## config.mk

```make
export PLATFORM = sky130hd
export DESIGN_NAME = bus_arbiter
export DESIGN_NICKNAME = d
export VERILOG_FILES = /design/src/rtl/bus_arbiter.sv
export SDC_FILE = /design/constraint.sdc
export NUM_CORES = 1
export LEC_CHECK = 0
export CAP_MARGIN = 20
export CORE_UTILIZATION = 33
export CTS_CLUSTER_SIZE = 40
export DETAILED_ROUTE_END_ITERATION = 12
export GPL_TIMING_DRIVEN = 0
export HOLD_SLACK_MARGIN = 0.1
export PLACE_DENSITY = 0.75
export SETUP_SLACK_MARGIN = 0.4
export SYNTH_ARGS = -nofsm -noshare
export SYNTH_HDL_FRONTEND = slang
export SYNTH_SLANG_ARGS = --single-unit
```

## constraint.sdc

```tcl
create_clock -name CLK -period 1.3 [get_ports CLK]
set_input_delay 0.13 -clock CLK [delete_from_list [all_inputs] [get_ports CLK]]
set_output_delay 0.13 -clock CLK [all_outputs]
set_load 0.005 [all_outputs]
```

## src/rtl/bus_arbiter.sv

```systemverilog
// Round-robin request arbiter for the coherence bus controller.
// Picks one L1 requester, classifies its request, and holds the grant,
// type and address stable until the controller finishes or the requester
// aborts before the transaction has started.
module bus_arbiter #(
  parameter int CPUS   = 2,
  parameter int ADDR_W = 32
) (
  input  logic                     CLK,
  input  logic                     RST,
  input  logic [CPUS-1:0]          dREN,
  input  logic [CPUS-1:0]          dWEN,
  input  logic [CPUS-1:0]          ccwrite,
  input  logic [CPUS-1:0]          ccabort,
  input  logic [CPUS*ADDR_W-1:0]   daddr,
  input  logic                     bus_busy,
  input  logic                     txn_done,
  output logic                     grant_valid,
  output logic [CPUS-1:0]          grant,
  output logic [$clog2(CPUS)-1:0]  grant_idx,
  output logic [1:0]               grant_type,
  output logic [ADDR_W-1:0]        grant_addr
);

  localparam int IDX_W = $clog2(CPUS);

  typedef enum logic {IDLE, GRANTED} state_t;

  typedef enum logic [1:0] {
    GT_R     = 2'd0,
    GT_RX    = 2'd1,
    GT_EVICT = 2'd2,
    GT_INV   = 2'd3
  } gtype_t;

  state_t             state;
  logic [IDX_W-1:0]   ptr;
  logic [CPUS-1:0]    req;
  logic               win_found;
  logic [IDX_W-1:0]   win_idx;
  gtype_t             win_type;
  logic [ADDR_W-1:0]  win_addr;
  logic               release_grant;
  logic [IDX_W-1:0]   ptr_after;

  assign req = dREN | dWEN | ccwrite;

  // Round-robin search: first set request at or above ptr, wrapping mod CPUS.
  always_comb begin
    // NOTE: every output of a combinational block gets a default first, so no
    // path leaves it unassigned and no latch is inferred.
    win_found = 1'b0;
    win_idx   = '0;
    // Walk offsets from far to near so the nearest hit is written last and wins.
    for (int k = CPUS - 1; k >= 0; k--) begin
      int cand;
      cand = int'(ptr) + k;
      if (cand >= CPUS) cand = cand - CPUS;
      if (req[cand]) begin
        win_found = 1'b1;
        win_idx   = IDX_W'(cand);
      end
    end
  end

  // Classify the winner's request; eviction outranks read-exclusive outranks read.
  always_comb begin
    win_type = GT_INV;
    if (dWEN[win_idx])                         win_type = GT_EVICT;
    else if (dREN[win_idx] && ccwrite[win_idx]) win_type = GT_RX;
    else if (dREN[win_idx])                    win_type = GT_R;
    win_addr = daddr[int'(win_idx)*ADDR_W +: ADDR_W];
  end

  // An abort only counts before the controller has left its GRANT_* state.
  assign release_grant = txn_done | (ccabort[grant_idx] & ~bus_busy);
  assign ptr_after     = (grant_idx == IDX_W'(CPUS - 1)) ? '0 : grant_idx + 1'b1;

  // Arbitration FSM with registered grant outputs and the priority pointer.
  always_ff @(posedge CLK) begin
    // NOTE: state registers use non-blocking assignments so every flop samples
    // the pre-edge values and evaluation order inside the block cannot matter.
    if (RST) begin
      state       <= IDLE;
      ptr         <= '0;
      grant_valid <= 1'b0;
      grant       <= '0;
      grant_idx   <= '0;
      grant_type  <= GT_R;
      grant_addr  <= '0;
    end else begin
      case (state)
        IDLE: begin
          if (win_found) begin
            state       <= GRANTED;
            grant_valid <= 1'b1;
            grant       <= CPUS'(1) << win_idx;
            grant_idx   <= win_idx;
            grant_type  <= win_type;
            grant_addr  <= win_addr;
          end
        end
        GRANTED: begin
          if (release_grant) begin
            state       <= IDLE;
            ptr         <= ptr_after;
            grant_valid <= 1'b0;
            grant       <= '0;
            grant_idx   <= '0;
            grant_type  <= GT_R;
            grant_addr  <= '0;
          end
        end
        default: state <= IDLE;
      endcase
    end
  end

endmodule

```

==> results.sh <==
export IMPL_avgViaCountPerCell=5.02
export IMPL_clkLatencyLatePin_ns=0.30
export IMPL_layout_drive_gt1_share=0.376
export IMPL_synth_avg_cell_area_sq_um=10.1
export IMPL_grt_total_usage=0.195
export IMPL_areaGrowthSynthToFinish_pct=72.3
export IMPL_cts_root_buffer_cell="clkbuf_8"
export IMPL_clockBufferDepth=2
export IMPL_vdd_ir_drop_max_v=0.000496
export IMPL_setup_viol=36
export IMPL_slew_violations=0
export IMPL_synth_fp_nets=257
export IMPL_grt_max_degree=14
export IMPL_row_count=26
export IMPL_startpoint_type="register"
export IMPL_finalPower_mw=3.20
export IMPL_synth_edf_count=0
export IMPL_critPathRequiredTime_ns=1.48
export IMPL_multi_input_comb_area_sq_um=957
export IMPL_grt_pass1_wl_mm=9.12
export IMPL_slew_limit_headroom=0.793
export IMPL_antenna_found_initial=0
export IMPL_r2r_start="grant[1]$_SDFFE_PP0P_"
export IMPL_coreArea_sq_um=5240
export IMPL_end_kind="register"
export IMPL_io_buffers=113
export IMPL_whs_ns=0.276
export IMPL_path_max_fanout=10
export IMPL_io_pins=114
export IMPL_routed_wl_mm=5.53
export IMPL_dpl_instance_area_sq_um=3050
export IMPL_cp_arrival_ns=1.63
export IMPL_hpwl_mm=3.95
export IMPL_criticalPathCategory="register to register"
export IMPL_vias=1911
export IMPL_pre_cts_ws_ns=-0.715
export IMPL_rsz0062_at_grt="yes"
export IMPL_grt_remaining_overflow=0
export IMPL_worst_slack_ns=-0.145
export IMPL_dieArea_sq_um=5860
export IMPL_clock_skew_ns=0.0163
export IMPL_status="finished with violations"
export IMPL_leakagePower_nw=1.47
export IMPL_synth_cell_types=26
export IMPL_critPathLaunch="grant[1]$_SDFFE_PP0P_"
export IMPL_reg2reg_setup_slack_ns=-0.15
export IMPL_slowest_delay_ns=0.36
export IMPL_die_y_microns=76.5
export IMPL_drt_pre_antenna_iters=4
export IMPL_initial_core_util=0.350
export IMPL_hold_class="input port to register"
export IMPL_regArea_sq_um=833
export IMPL_synth_cells=181
export IMPL_synth_area_sq_um=1830
export IMPL_diodes=0
export IMPL_maxCapViolations=0
export IMPL_crit_path_cell_trace="mux2i_2 > o211ai_2 > a21oi_4 > buf_6 > a221o_1"
export IMPL_period_share=1.11
export IMPL_cts_tree="done"
export IMPL_violations="setup timing"
export IMPL_critPathSlowestCell="dfxtp_4"
export IMPL_yosysWarnings=0
export IMPL_setup_tns_ns=-4.03
export IMPL_cts_made_buffers=5
export IMPL_synth_seq_cells=39
export IMPL_fp_dieW_microns=76.5
export IMPL_cts_sinks=39
export IMPL_period_needed_ns=1.45
export IMPL_first_global_vias=1900
export IMPL_place_congestion=0.751
export IMPL_cts_clk_slew_worst_paths_ns=0.09
export IMPL_powerDensity_nw_per_um2=1010
export IMPL_seq_area_frac_synth=0.426
export IMPL_final_area_sq_um=3160
export IMPL_holdCritStartpoint="RST"
export IMPL_htree_levels=2
export IMPL_final_hold_viol_count=0
export IMPL_ant_nets=0
export IMPL_avgRoutedWirePerCell_microns=14.5
export IMPL_fin_nets=386
export IMPL_fill_cells=476
export IMPL_tightest_slew_ns=0.311
export IMPL_ys_dominant_reg_cell="dfxtp_1"
export IMPL_first_iter_violations=83
export IMPL_max_freq_mhz=692
export IMPL_drc=0
export IMPL_async_flop_share=0
-- worst paths after layout --
check	endpoint	depth (start not counted)
min reg2reg	grant_addr[23]$_SDFFE_PP0P_	1
min	state$_SDFF_PP0_	2
max	grant_addr[30]$_SDFFE_PP0P_	5
max reg2reg	grant_addr[30]$_SDFFE_PP0P_	5
-- logic make-up (layout without fill, tap and decap cells) --
kind of cell,Yosys count,in the layout,share of synthesized area
AO/OA/AOI/OAI,51,51,0.250
flip-flops,39,39,0.426
AND/OR/NAND/NOR,66,66,0.230
multiplexers,6,6,0.0328
buffers and inverters,19,149,0.0614
-- timing repair --
action / in CTS / in global routing
pin swaps: 9 / 0
hold buffers: 0 / 0
setup buffers: 8 / 1
endpoints found under the setup margin: 77 / 56
resized for setup: 194 / 16
-- sequential cells by signal, summed over array words and instances, names as in the netlist --
name / count
state: 1
grant: 2
grant_valid: 1
grant_type: 2
ptr: 1
grant_addr: 32
-- through the flow --
step | instances | utilization
4_1_cts | 380 | 0.599
3_3_place_gp | 364 | 0.583
6_report | 381 | 0.603
5_1_grt | 381 | 0.603
2_1_floorplan | 181 | -
3_5_place_dp | 364 | 0.583
-- layout make-up --
cell class,count,share of cell area
Sequential cell,39,0.264
Clock buffer,5,0.0218
Multi-Input combinational cell,123,0.303
Inverter,4,0.00475
Buffer,15,0.0361
Timing Repair Buffer,122,0.329
Clock inverter,3,0.0139
Tap cell,70,0.0277
-- synth_stat cells, types with 2 or more instances --
| cell type | instances | share of area |
|---|---|---|
| dfxtp_1 | 39 | 0.43 |
| and2_1 | 28 | 0.096 |
| a221o_1 | 27 | 0.15 |
| and3_1 | 27 | 0.092 |
| o2bb2ai_1 | 7 | 0.033 |
| clkbuf_1 | 6 | 0.012 |
| mux2i_1 | 6 | 0.033 |
| o21ai_0 | 6 | 0.016 |
| buf_6 | 4 | 0.025 |
| inv_1 | 4 | 0.0082 |
| a21oi_1 | 3 | 0.0082 |
| buf_2 | 3 | 0.0082 |
| nand2_1 | 3 | 0.0061 |
| a22o_1 | 2 | 0.0096 |
| buf_4 | 2 | 0.0082 |
| nand2b_1 | 2 | 0.0068 |
| nor2_1 | 2 | 0.0041 |
| nor3_4 | 2 | 0.018 |
-- worst max-delay path, delay by kind of cell (launching register included) --
kind | cells | cell delay (ns)
buf+inv | 1 | 0.16
flops | 1 | 0.36
mux | 1 | 0.15
compound gates | 3 | 0.65
-- power by group --
part / total [mW] / internal, mW / switching [mW]
registers: 1.39 / 1.33 / 0.0616
clock network: 1.04 / 0.572 / 0.466
logic: 0.778 / 0.481 / 0.297
-- per-layer routing --
layer / part of all wire / track usage / wire length, microns
met5: 0 / 0 / 0
met4: 0.012 / 0.0596 / 65
met2: 0.47 / 0.315 / 2590
met1: 0.46 / 0.253 / 2560
met3: 0.057 / 0.0515 / 314
-- cell usage in the layout (no fill, tap or decap), types with 8 or more instances in the layout --
master	count
clkdlybuf4s50_1	68
dfxtp_2	36
buf_2	32
and2_1	28
and3_1	27
a221o_1	27
buf_6	13
clkbuf_2	8
buf_4	8
Note: power is estimated with default switching activity, not from simulation.
